**src/rtl/ex_mem_dmem_pkg.sv**
```systemverilog
// ex_mem_dmem_pkg
// Shared definitions for the EX/MEM stage with its multi-cycle data memory port:
// WB control bit positions, FSM state encoding, the stage-register record,
// the bubble constant, and a helper that flags misaligned memory operations.
package ex_mem_dmem_pkg;

  localparam int WB_REGWRITE = 0;
  localparam int WB_MEMTOREG = 1;

  typedef enum logic {
    ST_IDLE = 1'b0,
    ST_WAIT = 1'b1
  } state_t;

  typedef struct packed {
    logic [1:0]  wb;
    logic        mr;
    logic        mw;
    logic [31:0] alu;
    logic [31:0] wd;
    logic [4:0]  mux;
  } stage_t;

  localparam stage_t STAGE_BUBBLE = '0;

  // A load or store whose byte address is not word aligned.
  function automatic logic is_misaligned(stage_t s);
    return (s.mr | s.mw) && (s.alu[1:0] != 2'b00);
  endfunction

endpackage

```
**src/rtl/ex_mem_dmem_dmem.sv**
```systemverilog
// dmem
// Word-addressed data memory: DEPTH x 32 bits, synchronous write, asynchronous
// read, contents not reset.
// Ports:
//   clk   - write clock
//   we    - write enable
//   addr  - word address (shared by read and write)
//   wdata - write data
//   rdata - combinational read data at addr
module dmem #(
  parameter int DEPTH  = 64,
  parameter int ADDR_W = $clog2(DEPTH)
) (
  input  logic              clk,
  input  logic              we,
  input  logic [ADDR_W-1:0] addr,
  input  logic [31:0]       wdata,
  output logic [31:0]       rdata
);

  logic [31:0] mem [DEPTH];

  // Storage has no reset so it maps onto plain RAM.
  always_ff @(posedge clk) begin
    if (we) begin
      mem[addr] <= wdata;
    end
  end

  assign rdata = mem[addr];

endmodule

```
**src/rtl/ex_mem_dmem.sv**
```systemverilog
// ex_mem_dmem
// EX/MEM pipeline register fused with a multi-cycle data memory port. The EX
// result is latched and held while a load/store waits LATENCY cycles; upstream
// stages are stalled meanwhile and MEM/WB only ever sees one non-bubble record
// per instruction.
// Ports:
//   clk, rst      - clock, asynchronous active-high reset
//   pi2_wb        - WB controls from EX ([0] RegWrite, [1] MemtoReg)
//   pi2_MemRead   - load
//   pi2_MemWrite  - store
//   pi2_ALU       - byte address / ALU result
//   pi2_WD        - store data
//   pi2_MUX       - destination register number
//   flush         - load a bubble instead of the EX values (ignored while stalled)
//   pi3_wb        - WB controls to MEM/WB, 2'b00 while waiting
//   pi4_RD        - load data (0 unless a load is completing)
//   pi3_ADDR      - latched ALU result
//   pi3_MUX       - latched destination register
//   stall         - freeze PC, IF/ID, ID/EX and EX
//   misalign      - sticky flag: a misaligned load/store was seen
module ex_mem_dmem
  import ex_mem_dmem_pkg::*;
#(
  parameter int DEPTH   = 64,
  parameter int LATENCY = 2
) (
  input  logic        clk,
  input  logic        rst,
  input  logic [1:0]  pi2_wb,
  input  logic        pi2_MemRead,
  input  logic        pi2_MemWrite,
  input  logic [31:0] pi2_ALU,
  input  logic [31:0] pi2_WD,
  input  logic [4:0]  pi2_MUX,
  input  logic        flush,
  output logic [1:0]  pi3_wb,
  output logic [31:0] pi4_RD,
  output logic [31:0] pi3_ADDR,
  output logic [4:0]  pi3_MUX,
  output logic        stall,
  output logic        misalign
);

  localparam int ADDR_W = $clog2(DEPTH);
  localparam int CNT_W  = (LATENCY > 0) ? $clog2(LATENCY + 1) : 1;

  stage_t            s_q, s_d, ex_rec;
  state_t            state_q, state_d;
  logic [CNT_W-1:0]  cnt_q, cnt_d;
  logic              misalign_q, misalign_d;
  logic              complete;
  logic              bad_op;
  logic              mem_we;
  logic [31:0]       mem_rdata;

  // State register: stage record, FSM state, wait counter and the sticky flag.
  // Reset drops any pending store and releases stall immediately.
  always_ff @(posedge clk or posedge rst) begin
    if (rst) begin
      s_q        <= STAGE_BUBBLE;
      state_q    <= ST_IDLE;
      cnt_q      <= '0;
      misalign_q <= 1'b0;
    end else begin
      s_q        <= s_d;
      state_q    <= state_d;
      cnt_q      <= cnt_d;
      misalign_q <= misalign_d;
    end
  end

  // Next-state logic. In WAIT the record is frozen and the counter runs down;
  // leaving WAIT when it steps from 1 to 0 gives LATENCY stall cycles. In IDLE
  // the current record is completing, so the next one (or a bubble) is loaded.
  always_comb begin
    ex_rec     = '{wb: pi2_wb, mr: pi2_MemRead, mw: pi2_MemWrite,
                   alu: pi2_ALU, wd: pi2_WD, mux: pi2_MUX};
    s_d        = s_q;
    state_d    = state_q;
    cnt_d      = cnt_q;
    misalign_d = misalign_q;
    if (state_q == ST_WAIT) begin
      cnt_d = cnt_q - CNT_W'(1);
      if (cnt_q == CNT_W'(1)) begin
        state_d = ST_IDLE;
      end
    end else begin
      s_d = flush ? STAGE_BUBBLE : ex_rec;
      if ((s_d.mr | s_d.mw) && (LATENCY > 0)) begin
        state_d = ST_WAIT;
        cnt_d   = CNT_W'(LATENCY);
      end else begin
        state_d = ST_IDLE;
        cnt_d   = '0;
      end
      if (is_misaligned(s_d)) begin
        misalign_d = 1'b1;
      end
    end
  end

  // Output logic. A record completes in its first non-stalled cycle; a
  // misaligned op still completes but neither writes memory nor the register
  // file. A store with MemRead also set behaves as a pure store.
  always_comb begin
    stall    = (state_q == ST_WAIT);
    complete = ~stall;
    bad_op   = is_misaligned(s_q);
    mem_we   = complete & s_q.mw & ~bad_op;
    pi3_wb   = 2'b00;
    if (complete) begin
      pi3_wb = s_q.wb;
      if (bad_op) begin
        pi3_wb[WB_REGWRITE] = 1'b0;
      end
    end
    pi4_RD   = (complete & s_q.mr & ~s_q.mw) ? mem_rdata : 32'h0;
  end

  assign pi3_ADDR = s_q.alu;
  assign pi3_MUX  = s_q.mux;
  assign misalign = misalign_q;

  dmem #(
    .DEPTH  (DEPTH),
    .ADDR_W (ADDR_W)
  ) u_dmem (
    .clk   (clk),
    .we    (mem_we),
    .addr  (s_q.alu[ADDR_W+1:2]),
    .wdata (s_q.wd),
    .rdata (mem_rdata)
  );

endmodule

```
**config.mk**
```make
export PLATFORM = sky130hd
export DESIGN_NAME = ex_mem_dmem
export DESIGN_NICKNAME = d
export VERILOG_FILES = /design/src/rtl/ex_mem_dmem_pkg.sv /design/src/rtl/ex_mem_dmem_dmem.sv /design/src/rtl/ex_mem_dmem.sv
export SDC_FILE = /design/constraint.sdc
export NUM_CORES = 2
export LEC_CHECK = 0
export ABC_CLOCK_PERIOD_IN_PS = 7230
export BUFFER_PORTS_ARGS = -buffer_cell sky130_fd_sc_hd__buf_2
export CAP_MARGIN = 20
export CORE_ASPECT_RATIO = 1.25
export CORE_MARGIN = 2
export CORE_UTILIZATION = 65
export CTS_BUF_LIST = sky130_fd_sc_hd__clkbuf_16
export DETAILED_ROUTE_END_ITERATION = 6
export GPL_ROUTABILITY_DRIVEN = 1
export PLACE_DENSITY = 0.82
export SETUP_SLACK_MARGIN = 0.02
export SLEW_MARGIN = 20
export SYNTH_ARGS = -nofsm -noshare
export SYNTH_HDL_FRONTEND = slang
export SYNTH_SLANG_ARGS = --single-unit
export TNS_END_PERCENT = 30
```
**constraint.sdc**
```tcl
create_clock -name clk -period 7.23 [get_ports clk]
set_input_delay 1.0845 -clock clk [delete_from_list [all_inputs] [get_ports clk]]
set_output_delay 1.0845 -clock clk [all_outputs]
set_load 0.05 [all_outputs]
```
Yosys cells after proc, flatten, opt, wreduce, memory -nomap -nowiden --
Memory sizes are Yosys's and may differ from the RTL's. Cells that the tools add are included.
Storage, ports and cells: ROM bits 0, output and inout port bits 73, input bits 76, word-level logic and storage cells 37, memories kept 1, memory bits (writable) 2048, flip-flop bits (word level) 77, latch bits 0
Cells by class: order comparisons 0, reductions and logical operators 5, equal/unequal tests 1, $mul 0, multiplexer cells 11, shift-type cells 0, $add $sub $neg 1, div/mod/pow operators 0, bitwise logic cells 9
Memories:
- u_dmem.mem | words 64, bits a word 32, rd ports 1, clocked after memory_dff 0, write ports 1, line ex_mem_dmem_dmem.sv:21 | logic [31:0] mem [DEPTH];
Operators with widths (count):
- $mux 73 | 1
- $mux 32 | 1
- $mux 1 | 6
- $mux 2 | 3
- $and 1x1->1 | 4
- $reduce_bool 2->1 | 2
- $not 1->1 | 3
- $eq 2x1->1 const B | 1
- $logic_and 1x1->1 | 2
- $or 1x1->1 | 2
- $reduce_and 2->1 | 1
- $sub 2x1->2 const B | 1

Logic depth before layout (Yosys ltp) --
word-level depth 6, depth in mapped cells 11, mapped depth without buffers 6

By module --
Synthesis repeated with hierarchy kept, for this count alone.
Second synthesis, totals: cell total of the unflattened synthesis 4466, area total of the unflattened synthesis 81563.2 µm²
Modules (own cells, without submodules):
- dmem | area an instance 78287.6 µm², seq. area each 61499.0 µm², instances 1, cells an instance 4207
- ex_mem_dmem | area an instance 3275.6 µm², seq. area each 1926.8 µm², instances 1, cells an instance 259

Worst setup path before layout --
OpenSTA, ideal clock, no wires.
path kind reg2out, start register s_q (netlist bit pi3_ADDR[4]), end output pi4_RD[31], path buffers 2, stages on the path, launching flop included 9, arrival 2.638 ns, data required time 6.145 ns, path slack 3.508 ns, cell sequence dfrtp_1 > buf_4 > nor2_2 > buf_4 > a22oi_1 > a21oi_1 > nor3_1 > or4b_1 > a31oi_1
On the way: longest elaborated chain between the ends 2
Ends and longest elaborated chain:
- start: declaration | line ex_mem_dmem.sv:47 | stage_t s_q, s_d, ex_rec;
- start signal: assignment | line ex_mem_dmem.sv:60 | s_q <= STAGE_BUBBLE;
- start signal: assignment | line ex_mem_dmem.sv:65 | s_q <= s_d;
- $mem_v2 64x32
- $mux 32 | line ex_mem_dmem.sv:117 | pi4_RD = (complete & s_q.mr & ~s_q.mw) ? mem_rdata : 32'h0;
- end: declaration | line ex_mem_dmem.sv:37 | output logic [31:0] pi4_RD,
No other way between the ends.

Worst setup path in the final report --
start register s_q (netlist bit pi3_ADDR[2]), end output pi4_RD[31]
The elaborated chain is that of the path after synthesis.

==> results list <==
- Count of endpoints failing setup in the final report: 0
- Layout Area Growth over Synthesis: 11.02%
* Number of hold-repair buffers added at the cts stage: 0
- Number of antenna cells inserted: 0
* Final routed DRC violation total: 0
- Measured in cells, the most critical reg-to-reg path has a length of 6.
- Critical path's largest stage delay: 0.94 ns
- Summing every instance area after synthesis gives around 81000 sq um.
* Share of the clock period used by the worst path: between 90% and 100%
- Setup total negative slack on the finished layout was measured at 0 ns.
- H-tree lvl count: 4
* Layout cells sized above 1: ~16%
- WHS Endpoint: s_q[9]
- The critical path starts at pi3_ADDR[2].
* CP arrival: roughly 5.5 ns
* Die footprint: around 130000 sq um
- The synthesized design contains 2048 enable-type register cells.
- Across every metal layer, demand over resource in global routing totals 33.93%.
- Summed over all layers, the global routing overflow is 0.
* Standard cell core area: roughly 120000 sq um
- For the pin with the worst max-slew slack, the measured transition is 1.153 ns.
- Buffers placed on the I/O ports in this run total 148.
- Yosys top cell by area: edfxtp_1
* Longest Clk Path Bufs: 3
- Data required time of the critical path: 6.15 ns
* Number of cells produced by synthesis: 4726
- The floorplan has ~150 rows.
- Effective utilization at floorplan: around two thirds
- Clock root buffer: clkbuf_16
- Main flop type after synthesis: edfxtp_1
- Combinational family with the most area after synthesis: compound AO/OA/AOI/OAI gates
- In this run, the combinational gates consume between 20% and 30% of the power.
* Max Clock Skew: between 0.03 and 0.04 ns
- TritonCTS built the clock tree.
- Internal power summed over all cells: roughly 0.023 W
- For this design, the slowest cell found on the critical path is dfrtp_4.
* Net switching power: 0.01253 W
- Setup repair after global routing missed its margin: false
- Slew margin rel.: 23.12%
* Fill cell count: roughly 6600
* Die boundary width: 320.6 microns
- Final RePlAce weighted congestion: between 0.8 and 0.9
* FMAX: around 0.15 GHz
- Among cell families on the critical path, the largest total delay comes from buffers and inverters.
- IR analysis of the VDD net gives a maximum drop of between 0.5 and 0.6 mV.
- The clock network burns about a quarter of the power.
- Startpoint of the most critical register-to-register path: pi3_ADDR[2]
- The synthesized design contains 2125 register bits.
- Summing the areas of all fa, ha and maj instances in the mapped netlist gives 0.01536% of the synthesized area.
- The first global-routing pass estimated around 320000 microns of wire.
- Proportion of total power due to net switching: a little over a third
- Class of the tightest hold or removal check: primary input to flop
- Number of distinct library cell variants in the gate-level netlist after synthesis: 66
- The clock drives approximately 2100 sinks.
* Leakage component of the power: ~29 nW
- Final Critical Period: 6.563 ns
* Max-slew violation total from the final report: 0
* Power per Cell Area: ~400 nW/um^2
- The signal on the critical path passes through buf_4 -> nor2b_4 -> buf_4 -> a22oi_1 -> a21oi_1 -> nor3b_1 -> or4b_1 -> a31oi_1 -> buf_2.
- Hold timing on the final database bottoms out at a slack of 0.4671 ns.
- The critical path in this run is classified as flop to output port.
- The number of antenna violations at the first check in global routing is 14.
- Synthesized-area fraction occupied by ao, oa, aoi and oai cells: between 10% and 20%
- Once the clock tree was built, the resizer swapped 0 gates to a different size.
* Largest fanout of any net on the critical path: just under 60
- The worst hold path passes through 2 cells.
- Violation count after the first detailed-route iteration: 9286
- Post-DRT Antenna Nets: 0
- Share of synthesized area occupied by flip-flops and latches: between 70 and 80%
* Via count of the first global-routing pass: 47850
- In the routed layout, each cell is associated on average with a via count of around 7.5.
- Area of all placed cells without fillers: 90440 sq um
* Internal reg-to-reg setup slack: ~2.2 ns
- Mean instance size in the synthesized netlist: between 15 and 20 sq um
* Result of the run: finished, final reports clean
- STA classifies the critical path endpoint as an output port.
* Synthesized-area fraction occupied by and/or/nand/nor cells: around 2.1%
* Hold path start: pi2_WD[4]
* Total cell area at the placement stage: ~84000 sq um
- Endpoint of the most critical register-to-register path: u_dmem.mem[33][9]
- Number of iterations in the first detailed-routing pass: 6
* Detailed-route wire length: approximately 220000 microns
- Counting both buffers and inverters, the worst setup path holds a total of 3.
- After clock tree synthesis, the setup repair step added 0 buffers.
* Clock-pin transition on the worst setup and hold timing paths: 0.06 ns
- Max-cap violations in this run came to 0.
* Number of buffers inserted during clock tree synthesis: 184
- Cell types with the largest area share after synthesis: edfxtp_1 (75%), a22oi_1 (4.9%), mux2i_1 (2.5%)
- Xor-xnor portion of the synthesized cell area: 0%
- Sum of net half-perimeters after detailed placement: ~120000 microns
- For the worst-skew pair, the clock arrives at the later sink with an insertion delay of roughly 0.85 ns.
* Ys async rst share: between 3 and 4%
- At the end of the flow, the number of nets in the layout was a little under 5000.
- In the final routed layout, each cell accounts on average for 33.55 microns.
- Sequential cells burn 44.3% of the power.
* Synthesized net count: ~4800
* Hold Violations, Final: 0
- The worst setup path is launched from a flop.
* Proportion of synthesized area in mux cells: 3.539%
- The die is 399.8 microns tall.
* Maximum number of pins on one net before global-route repair: 138
* Total vias in the final route: approximately 49000
- Among the stages of the critical path, the cell type that occurs most often is buf_4.
- Number of warnings reported in the yosys synthesis log: 0
* Area share of the largest cell type after synthesis: 75.49%
* IO Pins: 149
## logic make-up (layout without fill, tap and decap cells)
family                     after synthesis  in the layout
DFF                                   2125           2125
AOI/OAI and AO/OA                     1543           1543
buffers and inverters                  422            653
and+or+nand+nor                        360            360
muxes                                  275            275
adders and majority gates                1              1
## state kept, by name, summed over array words and instances (netlist names)
name        flops
stall           1
misalign        1
u_dmem.mem   2048
pi3_ADDR       32
cnt_q           2
pi3_MUX         5
s_q            36
## per-stage QoR
stage | instances | util [%] | power (W) | setup WS, ns
floorplan | 4726 | - | 0.02244 | 3.508
global placement | 6209 | 67.29 | 0.02575 | 1.892
detailed placement | 6231 | 67.76 | 0.02608 | 1.848
CTS | 6565 | 72.36 | 0.03544 | 0.8339
global route | 6574 | 72.57 | 0.03660 | 0.6397
finish | 6574 | 72.57 | 0.03579 | 0.6672
## power groups by stage
stage	logic [W]	registers [W]	clock network, W
floorplan	0.00610	0.0163	0
global placement	0.00971	0.0160	0
detailed placement	0.0100	0.0161	0
CTS	0.0101	0.0158	0.00948
global route	0.0108	0.0159	0.00992
finish	0.0104	0.0159	0.00949
## Yosys cell counts (28+ instances only)
| master | instances |
|---|---|
| edfxtp_1 | 2048 |
| a22oi_1 | 537 |
| mux2i_1 | 207 |
| a22o_1 | 200 |
| o22ai_1 | 183 |
| a21oi_1 | 154 |
| clkbuf_1 | 151 |
| buf_2 | 136 |
| nor2_1 | 121 |
| nand2_1 | 113 |
| o21ai_0 | 91 |
| a221oi_1 | 78 |
| dfrtp_1 | 77 |
| o211ai_1 | 70 |
| buf_4 | 67 |
| mux2_2 | 64 |
| o221ai_1 | 45 |
| buf_1 | 43 |
| a211o_1 | 29 |
| nor4_1 | 29 |
| a221o_1 | 28 |
## worst reg2reg max path, delay by kind of cell, from the launching register on
family | cells | cell delay, ns
buffers and inverters | 3 | 1.43
AND/OR/NAND/NOR | 3 | 2.32
flip-flops | 1 | 0.94
## metal layers
metal  track usage, %  share of wire [%]  vias up
li1                 -                  -    19640
met1            42.54                 32    24270
met2            55.09                 48     4465
met3            7.853                 13      928
met4            19.27                6.4       18
met5          0.03766              0.054        -
## cells in the final DEF, fill, tap and decap left out, drive strengths merged, types with 76 or more instances in the layout
master  count
edfxtp   2048
a22oi     537
buf       301
mux2i     207
a22o      200
clkbuf    186
o22ai     183
a21oi     154
nor2      123
nand2     116
o21ai      91
a221oi     78
dfrtp      77
inv        76
## cell type report
cell class                 count  area (sq um)  area share, %
sequential                  2125         63490          70.20
inverter                      18         68.82        0.07609
timing repair buffer         301          2572          2.844
multi-input combinational   2179         16560          18.31
clock inverter               148          1080          1.194
tap                         1617          2023          2.237
clock buffer                 186          4654          5.146
## how the worst max path moves through the flow
stage / depth (start not counted) / to / slack, ns
floorplan: 8 / pi4_RD[31] / 3.51
global placement: 9 / pi4_RD[31] / 1.89
detailed placement: 9 / pi4_RD[13] / 1.85
CTS: 9 / pi4_RD[31] / 0.83
global route: 9 / pi4_RD[31] / 0.64
finish: 9 / pi4_RD[31] / 0.67
Note: power is estimated with default switching activity, not from simulation.
